===== src/rtl/branch_resolve_ctrl.sv =====
// Branch resolution sequencer for the execute stage: evaluates RV32I branch
// conditions, redirects fetch on taken branches and holds a timed flush.
// Optional statistics counters are enabled by defining BRANCH_STATS_EN.
module branch_resolve_ctrl #(
    parameter int VAR_WIDTH    = 32,
    parameter int FLUSH_CYCLES = 2
`ifdef BRANCH_STATS_EN
    ,
    parameter int STAT_WIDTH   = 16
`endif
) (
    input  logic                 clk,
    input  logic                 rst_n,
    input  logic                 req_valid,
    output logic                 req_ready,
    input  logic [2:0]           req_func3,
    input  logic [VAR_WIDTH-1:0] req_rs1,
    input  logic [VAR_WIDTH-1:0] req_rs2,
    input  logic [VAR_WIDTH-1:0] req_pc,
    input  logic [12:0]          req_imm,
    input  logic                 kill,
    output logic                 redirect_valid,
    input  logic                 redirect_ready,
    output logic [VAR_WIDTH-1:0] redirect_pc,
    output logic                 flush,
    output logic                 busy,
    output logic                 resolve_valid,
    output logic                 resolve_taken,
    output logic                 resolve_illegal,
    output logic                 resolve_misaligned
`ifdef BRANCH_STATS_EN
    ,
    output logic [STAT_WIDTH-1:0] taken_count,
    output logic [STAT_WIDTH-1:0] nottaken_count
`endif
);

    typedef enum logic [2:0] {
        S_IDLE,
        S_EVAL,
        S_REDIRECT,
        S_FLUSH,
        S_DONE
    } state_t;

    localparam logic [3:0] FLUSH_INIT = 4'(FLUSH_CYCLES);

    state_t               state_q, state_d;
    logic [2:0]           func3_q;
    logic [VAR_WIDTH-1:0] rs1_q, rs2_q, pc_q;
    logic [12:0]          imm_q;
    logic                 taken_q, illegal_q, mis_q;
    logic [VAR_WIDTH-1:0] target_q;
    logic [3:0]           fcnt_q;

    logic                 eq, lt, ltu;
    logic                 cond_d, illegal_d, mis_d;
    logic [VAR_WIDTH-1:0] target_d;
    logic                 accept, redir_done;

    assign accept     = req_valid && req_ready;
    assign redir_done = (state_q == S_REDIRECT) && redirect_ready && !kill;

    // Condition evaluation and target computation on the latched operands
    always_comb begin
        eq        = (rs1_q == rs2_q);
        lt        = ($signed(rs1_q) < $signed(rs2_q));
        ltu       = (rs1_q < rs2_q);
        cond_d    = 1'b0;
        illegal_d = 1'b0;
        case (func3_q)
            3'b000:  cond_d = eq;
            3'b001:  cond_d = !eq;
            3'b100:  cond_d = lt;
            3'b101:  cond_d = !lt;
            3'b110:  cond_d = ltu;
            3'b111:  cond_d = !ltu;
            default: illegal_d = 1'b1;
        endcase
        target_d = pc_q + {{(VAR_WIDTH-13){imm_q[12]}}, imm_q};
        mis_d    = cond_d && (target_d[1:0] != 2'b00);
    end

    // State register
    always_ff @(posedge clk) begin
        if (!rst_n) state_q <= S_IDLE;
        else        state_q <= state_d;
    end

    // Next-state logic; kill aborts any in-flight branch
    always_comb begin
        state_d = state_q;
        unique case (state_q)
            S_IDLE: begin
                if (accept) state_d = S_EVAL;
            end
            S_EVAL: begin
                if (illegal_d || !cond_d || mis_d) state_d = S_DONE;
                else                               state_d = S_REDIRECT;
            end
            S_REDIRECT: begin
                if (redirect_ready) state_d = S_FLUSH;
            end
            S_FLUSH: begin
                if (fcnt_q <= 4'd1) state_d = S_DONE;
            end
            S_DONE: state_d = S_IDLE;
            default: state_d = S_IDLE;
        endcase
        if (kill && state_q != S_IDLE) state_d = S_IDLE;
    end

    // Output decode from the current state
    always_comb begin
        req_ready          = (state_q == S_IDLE) && !kill;
        busy               = (state_q != S_IDLE);
        redirect_valid     = (state_q == S_REDIRECT);
        redirect_pc        = target_q;
        flush              = (state_q == S_FLUSH);
        resolve_valid      = (state_q == S_DONE) && !kill;
        resolve_taken      = resolve_valid && taken_q;
        resolve_illegal    = resolve_valid && illegal_q;
        resolve_misaligned = resolve_valid && mis_q;
    end

    // Request capture at acceptance, result capture during evaluation
    always_ff @(posedge clk) begin
        if (!rst_n) begin
            func3_q   <= '0;
            rs1_q     <= '0;
            rs2_q     <= '0;
            pc_q      <= '0;
            imm_q     <= '0;
            taken_q   <= 1'b0;
            illegal_q <= 1'b0;
            mis_q     <= 1'b0;
            target_q  <= '0;
        end else if (accept) begin
            func3_q <= req_func3;
            rs1_q   <= req_rs1;
            rs2_q   <= req_rs2;
            pc_q    <= req_pc;
            imm_q   <= req_imm;
        end else if (state_q == S_EVAL) begin
            taken_q   <= cond_d && !illegal_d;
            illegal_q <= illegal_d;
            mis_q     <= mis_d && !illegal_d;
            target_q  <= target_d;
        end
    end

    // Flush hold counter, loaded when fetch takes the redirect
    always_ff @(posedge clk) begin
        if (!rst_n)                  fcnt_q <= '0;
        else if (redir_done)         fcnt_q <= FLUSH_INIT;
        else if (state_q == S_FLUSH) fcnt_q <= fcnt_q - 4'd1;
    end

`ifdef BRANCH_STATS_EN
    // Saturating taken / not-taken counters, one bump per resolution
    always_ff @(posedge clk) begin
        if (!rst_n) begin
            taken_count    <= '0;
            nottaken_count <= '0;
        end else if (resolve_valid) begin
            if (resolve_taken) begin
                if (taken_count != '1) taken_count <= taken_count + 1'b1;
            end else begin
                if (nottaken_count != '1) nottaken_count <= nottaken_count + 1'b1;
            end
        end
    end
`endif

endmodule


===== config.mk =====
export PLATFORM = sky130hd
export DESIGN_NAME = branch_resolve_ctrl
export DESIGN_NICKNAME = d
export VERILOG_FILES = /design/src/rtl/branch_resolve_ctrl.sv
export SDC_FILE = /design/constraint.sdc
export NUM_CORES = 1
export LEC_CHECK = 0
export CAP_MARGIN = 20
export CELL_PAD_IN_SITES_DETAIL_PLACEMENT = 0
export CELL_PAD_IN_SITES_GLOBAL_PLACEMENT = 1
export CORE_MARGIN = 1
export CORE_UTILIZATION = 38
export DETAILED_ROUTE_END_ITERATION = 8
export GPL_ROUTABILITY_DRIVEN = 0
export PLACE_DENSITY_LB_ADDON = 0.1
export SKIP_CTS_REPAIR_TIMING = 1
export SLEW_MARGIN = 10
export SYNTH_ARGS = -nofsm -noshare
export SYNTH_HDL_FRONTEND = slang
export SYNTH_SLANG_ARGS = --single-unit

===== constraint.sdc =====
create_clock -name clk -period 3.6 [get_ports clk]
set_input_delay 0.54 -clock clk [delete_from_list [all_inputs] [get_ports clk]]
set_output_delay 0.54 -clock clk [all_outputs]
set_load 0.01 [all_outputs]

-- Word-level counts from Yosys, hierarchy flattened
Cells that the tools add are included.
- output and inout port bits: 40
- register bits: 154
- input port bits: 117
- word-level logic and storage cells: 70
- eq/ne operators: 13
- add/subtract/negate cells: 2
- reduce and logical (&&, ||, !) cells: 29
- muxes and demuxes: 9
- bitwise operators: 2
- $lt $le $gt $ge: 3
- operators with widths (operator ; count):
    32-bit less-than comparator ; 2
    32-bit adder ; 1
    32-bit equality test ; 1
    3-bit equality test, second input constant ; 5
    1-bit logical AND ; 12
    3-bit 2-to-1 mux ; 4
    3-bit one-hot mux with 4 select lines ; 1
    3-bit by 1-bit equality test with 1-bit output, second input constant ; 2
    3-bit by 2-bit equality test with 1-bit output, second input constant ; 2
    3-bit logical NOT ; 2
    1-bit one-hot mux with 6 select lines ; 1
    6-bit OR reduction ; 1
    1-bit logical NOT ; 5
    4-bit by 1-bit less-or-equal comparator with 1-bit output, second input constant ; 1
    2-bit 2-to-1 mux ; 2
    2-bit by 1-bit inequality test with 1-bit output, second input constant ; 2
    2-bit nonzero test ; 2
    2-bit OR reduction ; 2
    4-bit by 1-bit subtractor with 4-bit output, second input constant ; 1
    3-bit AND reduction ; 1
    3-bit nonzero test ; 1
    1-bit logical OR ; 2
    2-bit inequality test, second input constant ; 1
    1-bit NOT ; 2
    other kinds (2) ; 2

-- Logic depth before layout (Yosys ltp)
Gate-level depths: netlist (run 1).
- depth after elaboration: 8
- mapped depth: 11
- mapped depth without buffers: 11

-- Worst setup path after synthesis (run 1)
No wires, ideal clock.
- kind: flip-flop to flip-flop
- from: reg imm_q[12]
- to: reg target_q[27] (netlist: redirect_pc[27])
- stages on the path, launching flop included: 10
- library setup time: 125 ps
- data required time: 3475 ps
- clock period less this slack: 2858 ps
- arrival: 2734 ps
- path slack: 742 ps
- buffers on the path: 0
- path through: dfxtp_1 > ha_1 > a21oi_1 > o21ai_0 > a221oi_1 > nand2_1 > or2_2 > a31o_2 > a211oi_1 > o21ai_0
- word-level cells in the longest chain between the ends: 1
- ends and longest elaborated chain (what ; RTL line ; text):
    from (decl) ; 51 ; logic [12:0] imm_q;
    from (signal assigned) ; 143 ; imm_q <= req_imm;
    32-bit adder ; 80 ; target_d = pc_q + {{(VAR_WIDTH-13){imm_q[12]}}, imm_q};
    to (signal assigned) ; 148 ; target_q <= target_d;
    to (decl) ; 53 ; logic [VAR_WIDTH-1:0] target_q;
Every way passes these cells.
A chain may end at the register's enable or synchronous reset.

-- Worst setup path in the final report (run 1)
- from: reg imm_q[12]
- to: reg target_q[30] (netlist: redirect_pc[30])
The elaborated chain is that of the path after synthesis.

==> reports/results.ini, run 1 <==
[run_status]
outcome = complete, no violations

[sta]
final_max_slew_viol_count = 0
period_share_pct = 81.53
fin_setup_tns_ns = 0
period_needed_ns = 2.935
hold_viol = 0
rsz0062_at_grt = false
slew-limit-headroom_pct = 42.21
tightestPinTransition_ns = 0.8668
finalSetupViolCount = 0
clock.fmax_mhz = 340.7
fin_worst_skew_ns = 0.007374

[synthesis]
synth_top_family_by_area = simple AND/OR/NAND/NOR gates
synth_fa_ha_area_share_pct = 10.59
synthesis.area_sq_um = 7871
avgSynthCellArea_sq_um = 7.702
ys_ff_latch = 154
ys.flop_type = dfxtp_1
ys_seq_area_share_pct = 39.17
synth_compound_area_share_pct = 20.16
synth_xor_area_share_pct = 2.670
syn_nets = 1205
netlist_instances = 1022
ys_types = 55
synth_edf_count = 0
yosysWarnings = 0
synth_mux_area_share_pct = 0
synthSimpleGateAreaFrac_pct = 22.49
async_reset_ff_share_pct = 0

[detailed_routing]
wl_per_cell_um = 14.11
drc = 0
routed_via_density = 5.006
vias = 7188
drt-total-wl_um = 20260
drt_pass1_iterations = 5
drt-initial-drc-count = 394
antenna_left = 0

[floorplan]
die_h_um = 145.9
io_pins = 157
initial_core_util_pct = 38.78
core.rowCount = 52
dieArea_sq_um = 21290
die_w_um = 145.9
coreArea_sq_um = 20300

[final_layout]
nets = 1335
drive_above_1_share_pct = 4.549
fillers = 2044
utilization_pct = 50.80
layout-area-overhead-vs-synth_pct = 31.01

[grt]
grt_pass1_vias = 6777
track_usage_pct = 19.80
grt_pass1_wl_um = 34200
grt_max_degree = 72
grt.overflow.total = 0
antenna_found_initial = 1

[worst_setup_path]
start_kind = register
critical_path_class = reg2reg
r2r_slack_ns = 0.66
rr_startpoint = imm_q[12]
critical_path.endpoint_type = register
ff2ff_path_depth = 10
required_ns = 3.94
r2r-end = redirect_pc[30]
crit_fanout = 16
cp_data_arrival_time_ns = 3.27

[placed_design]
hpwl_um = 14420
io_buffers = 156

[clock_tree]
ctsHtreeMaxLevel = 4
cts_max_path_buffers = 2
clk_latency_ns = 0.42
cts_buffers = 17
cts_tree = built
cts.clk_slew.worst_paths_ns = 0.07
root_buffer = clkbuf_16
clkSinkCount = 154

[power_and_ir_drop]
p_leak_nw = 4.000
intPower_mw = 3.273
peakVddDrop_mv = 0.2861
power_frac_comb_pct = 17.0
p_switching_mw = 1.216
p_seq_share_pct = 41.3
swShare_pct = 27.09
p_clk_share_pct = 41.7
p_per_area_nw_per_um2 = 435.3

[hold_path]
hold_start = redirect_pc[26]
hold_path_end = redirect_pc[26]
min_path_type = reg2reg
whs_path_depth = 2

[run]
cap_violations = 0

==> worst max path at each step <==
stage | end | cells after the start | start | slack (ns)
5_1_grt | redirect_pc[30] | 10 | imm_q[12] | 0.33
6_report | redirect_pc[30] | 10 | imm_q[12] | 0.66
2_1_floorplan | redirect_pc[27] | 9 | imm_q[12] | 0.74
3_5_place_dp | redirect_pc[30] | 10 | imm_q[12] | 0.65
4_1_cts | redirect_pc[30] | 10 | imm_q[12] | 0.65
3_3_place_gp | redirect_pc[30] | 10 | imm_q[12] | 0.77
==> metal layers <==
metal  track usage (%)  part of all wire, %  vias up
met5                 0                    0        -
met4             5.211                 0.91        0
met3             4.138                  4.9       14
met2             30.19                   44      166
met1             28.17                   50     3235
li1                  -                    -     3773
==> worst max-delay path, stage by stage, from the launching register on <==
cell and delay [ns]:
dfxtp_1 0.42, buf_4 0.29, ha_1 0.33, a211o_1 0.31
a21oi_1 0.10, o21ai_0 0.12, a22o_1 0.31, a21oi_1 0.28
o311ai_0 0.24, a21o_1 0.23, a311oi_1 0.23
==> cell type report <==
class | count | area [sq um] | area share (%)
multi-input cells | 767 | 4415 | 42.82
flip-flops and latches | 154 | 3083 | 29.90
clock buffers | 19 | 442.9 | 4.295
repair buffers | 165 | 1687 | 16.36
clock inverters | 13 | 165.2 | 1.602
diodes | 1 | 2.502 | 0.02427
well taps | 270 | 337.8 | 3.276
inverters | 47 | 178.9 | 1.735
==> flip-flops by register name, summed over array words and instances, names as in the netlist <==
| register | flops |
|---|---|
| func3_q | 3 |
| taken_q | 1 |
| rs2_q | 32 |
| rs1_q | 32 |
| fcnt_q | 4 |
| redirect_pc | 32 |
| pc_q | 32 |
| state_q | 3 |
| mis_q | 1 |
| imm_q | 13 |
| illegal_q | 1 |
==> kinds of logic after synthesis <==
group,Yosys count
xor+xnor,24
simple gates,405
fa+ha+maj,66
compound gates,272
buf+inv,101
flops,154
==> per-stage QoR <==
step | instances | setup slack (ns) | power, mW | area [sq um] | hold slack, ns
detailed placement | 1403 | 0.6525 | 2.661 | 9702 | 0.4455
floorplan | 1022 | 0.7415 | 2.333 | 7871 | 0.4273
global placement | 1402 | 0.7729 | 2.652 | 9674 | 0.4404
CTS | 1435 | 0.6525 | 4.536 | 10310 | 0.4551
global route | 1435 | 0.3263 | 4.718 | 10310 | 0.4675
finish | 1436 | 0.6649 | 4.489 | 10310 | 0.4510
==> synth_stat cells (3+ instances only) <==
cell,number,area share (%)
nand2_1,280,13
a21oi_1,169,11
dfxtp_1,154,39
ha_1,65,10
clkbuf_1,47,2.2
inv_1,46,2.2
nor2_1,27,1.3
o21ai_0,26,1.7
nand3_1,17,1.1
a21o_1,16,1.5
xnor2_1,13,1.4
xor2_1,11,1.2
a211oi_1,10,0.95
and2_1,10,0.79
nor2b_1,10,0.79
nor3_1,10,0.64
nand4_1,9,0.72
buf_2,7,0.45
nand3b_1,7,0.67
o211ai_1,7,0.67
o21a_1,7,0.67
and3_1,6,0.48
a31oi_1,5,0.40
nand2b_1,5,0.40
or3_1,5,0.40
and4_1,4,0.45
o31ai_1,4,0.38
a21boi_0,3,0.29
a22oi_1,3,0.29
nor4_1,3,0.24
o2111ai_1,3,0.33
==> layout by cell type, fill, tap and decap left out, drive strengths merged, types with 3 or more instances in the layout <==
cell type,instances
and2,10
xor2,11
o21ai,26
nor2b,10
nor3,10
buf,9
clkdlybuf4s50,156
a21boi,3
nand2,280
dfxtp,154
a21oi,169
nand3,17
clkinv,6
bufinv,3
nand3b,7
a221oi,3
a211oi,10
nor4,3
clkbuf,19
a22oi,3
o31ai,4
inv,50
ha,65
nand2b,5
o21a,7
o2111ai,3
nor2,27
or3,5
a31oi,5
and3,6
nand4,9
o211ai,7
and4,4
a21o,16
xnor2,13
==> power groups by stage <==
stage | logic [mW] | registers, mW | clock network, mW
3_5_place_dp | 0.768 | 1.89 | 0
6_report | 0.762 | 1.86 | 1.87
5_1_grt | 0.860 | 1.87 | 1.99
2_1_floorplan | 0.446 | 1.89 | 0
3_3_place_gp | 0.760 | 1.89 | 0
4_1_cts | 0.771 | 1.86 | 1.91
Note: power is estimated with default switching activity, not from simulation.
==> run 2, diff against run 1 <==
- clock period: 3.6 -> 2.8 ns (I/O delays scaled with it)
==> run 2 against run 1 <==
Non-clock buffer count grew 11. Setup slack got worse by 0.58 ns. Utilization is 0.51 points higher. Clock power up 25%. Final cell count rose by 0.77%. Die area did not move. Total power grew 27%. Global-route usage increased by 0.065 points. Critical path type unchanged.
==> reports/results.ini, run 2 (synthesized netlist as in run 1, its figures left out) <==
[run_status]
outcome = complete, no violations

[clock_tree]
clk_latency_ns = 0.42
root_buffer = clkbuf_16
cts.clk_slew.worst_paths_ns = 0.06
cts_max_path_buffers = 2
ctsHtreeMaxLevel = 4
cts_tree = built
clkSinkCount = 154
cts_buffers = 17

[sta]
slew-limit-headroom_pct = 58.51
tightestPinTransition_ns = 0.6158
hold_viol = 0
period_needed_ns = 2.714
rsz0062_at_grt = true
clock.fmax_mhz = 368.4
finalSetupViolCount = 0
period_share_pct = 96.94
final_max_slew_viol_count = 0
fin_worst_skew_ns = 0.008457

[worst_setup_path]
path_cells = inv_1 > ha_1 > and2_4 > a221o_1 > a221oi_2 > o22ai_2 > or4_1 > a32o_2 > a311oi_2 > nor3_1
critical_path.endpoint_type = register
ff2ff_path_depth = 10
required_ns = 3.10
cp_slowest_cell = or4_1
start_kind = register
cp_data_arrival_time_ns = 3.02
crit_fanout = 4
slowest_delay_ns = 0.48
critical_path_class = reg2reg

[final_layout]
layout-area-overhead-vs-synth_pct = 32.32
utilization_pct = 51.31
instances_no_fill = 1447
layout_commonest_cell = nand2_1
drive_above_1_share_pct = 6.463
nets = 1346
final_cell_mix = 279 x nand2_1, 169 x a21oi_1, 156 x clkdlybuf4s50_1

[grt]
grt.overflow.total = 0
antenna_found_initial = 1
track_usage_pct = 19.86
grt_max_degree = 93
grt_pass1_vias = 6852
grt_pass1_wl_um = 34350

[hold_path]
whs_path_depth = 2
min_path_type = reg2reg

[detailed_routing]
vias = 7246
drt-total-wl_um = 20460
drt_pass1_iterations = 5
antenna_left = 0
wl_per_cell_um = 14.14
routed_via_density = 5.008
drc = 0
drt-initial-drc-count = 352

[floorplan]
initial_core_util_pct = 38.78
dieArea_sq_um = 21290
core.rowCount = 52
io_pins = 157
die_w_um = 145.9
coreArea_sq_um = 20300
die_h_um = 145.9

[power_and_ir_drop]
peakVddDrop_mv = 0.3871
p_per_area_nw_per_um2 = 549.5
p_leak_nw = 4.047

[placed_design]
io_buffers = 156
dp.cells = 1412
hpwl_um = 14450

[run]
cap_violations = 0

[run 2: changes by cell type in the layout (fill, tap and decap cells not counted), sizes merged]
cell	change
buf	+11
clkbuf	+1
clkinvlp	+3
clkinv	-3
bufinv	-1
[run 2: worst paths after layout]
path | startpoint | endpoint | slack [ns]
setup reg to reg | rs2_q[19] | state_q[1] | 0.09
setup / recovery | rs2_q[19] | state_q[1] | 0.09
hold / removal | redirect_pc[18] | redirect_pc[18] | 0.45
hold reg to reg | redirect_pc[18] | redirect_pc[18] | 0.45
[run 2: metal layers]
layer,track usage (%),wire [um]
met1,28.32,10530
met2,30.38,8975
met3,3.730,757
met4,5.579,201
met5,0,0
[run 2: power by group]
group	internal, mW	switching [mW]	total (mW)
clock	1.37	0.961	2.33
sequential	2.31	0.0752	2.39
combinational	0.476	0.528	1.00
[run 2: per-stage QoR]
step | setup WS [ns] | instance area (sq um) | setup TNS (ns) | hold WS [ns] | power, mW
4_1_cts | -0.06320 | 10350 | -0.06320 | 0.4553 | 5.774
3_5_place_dp | -0.01583 | 9751 | -0.01583 | 0.4465 | 3.431
3_3_place_gp | 0.05377 | 9751 | 0 | 0.4411 | 3.424
2_1_floorplan | 0.1512 | 7873 | 0 | 0.4273 | 3.000
6_report | 0.08575 | 10420 | 0 | 0.4503 | 5.723
5_1_grt | -0.04365 | 10410 | -0.1155 | 0.4663 | 6.021
[run 2: cell type report]
type / count / area [sq um]
diodes: 1 / 2.502
flip-flops and latches: 154 / 3085
inverters: 47 / 178.9
well taps: 270 / 337.8
multi-input cells: 767 / 4466
fillers: 2075 / 9884
clock inverters: 12 / 138.9
clock buffers: 20 / 456.7
repair buffers: 176 / 1749
[run 2: worst max-delay path, delay by kind of cell (launching register included)]
family | cells | cell delay [ns]
compound gates | 5 | 1.22
fa+ha+maj | 1 | 0.29
buf+inv | 1 | 0.04
flops | 1 | 0.33
simple gates | 3 | 0.71
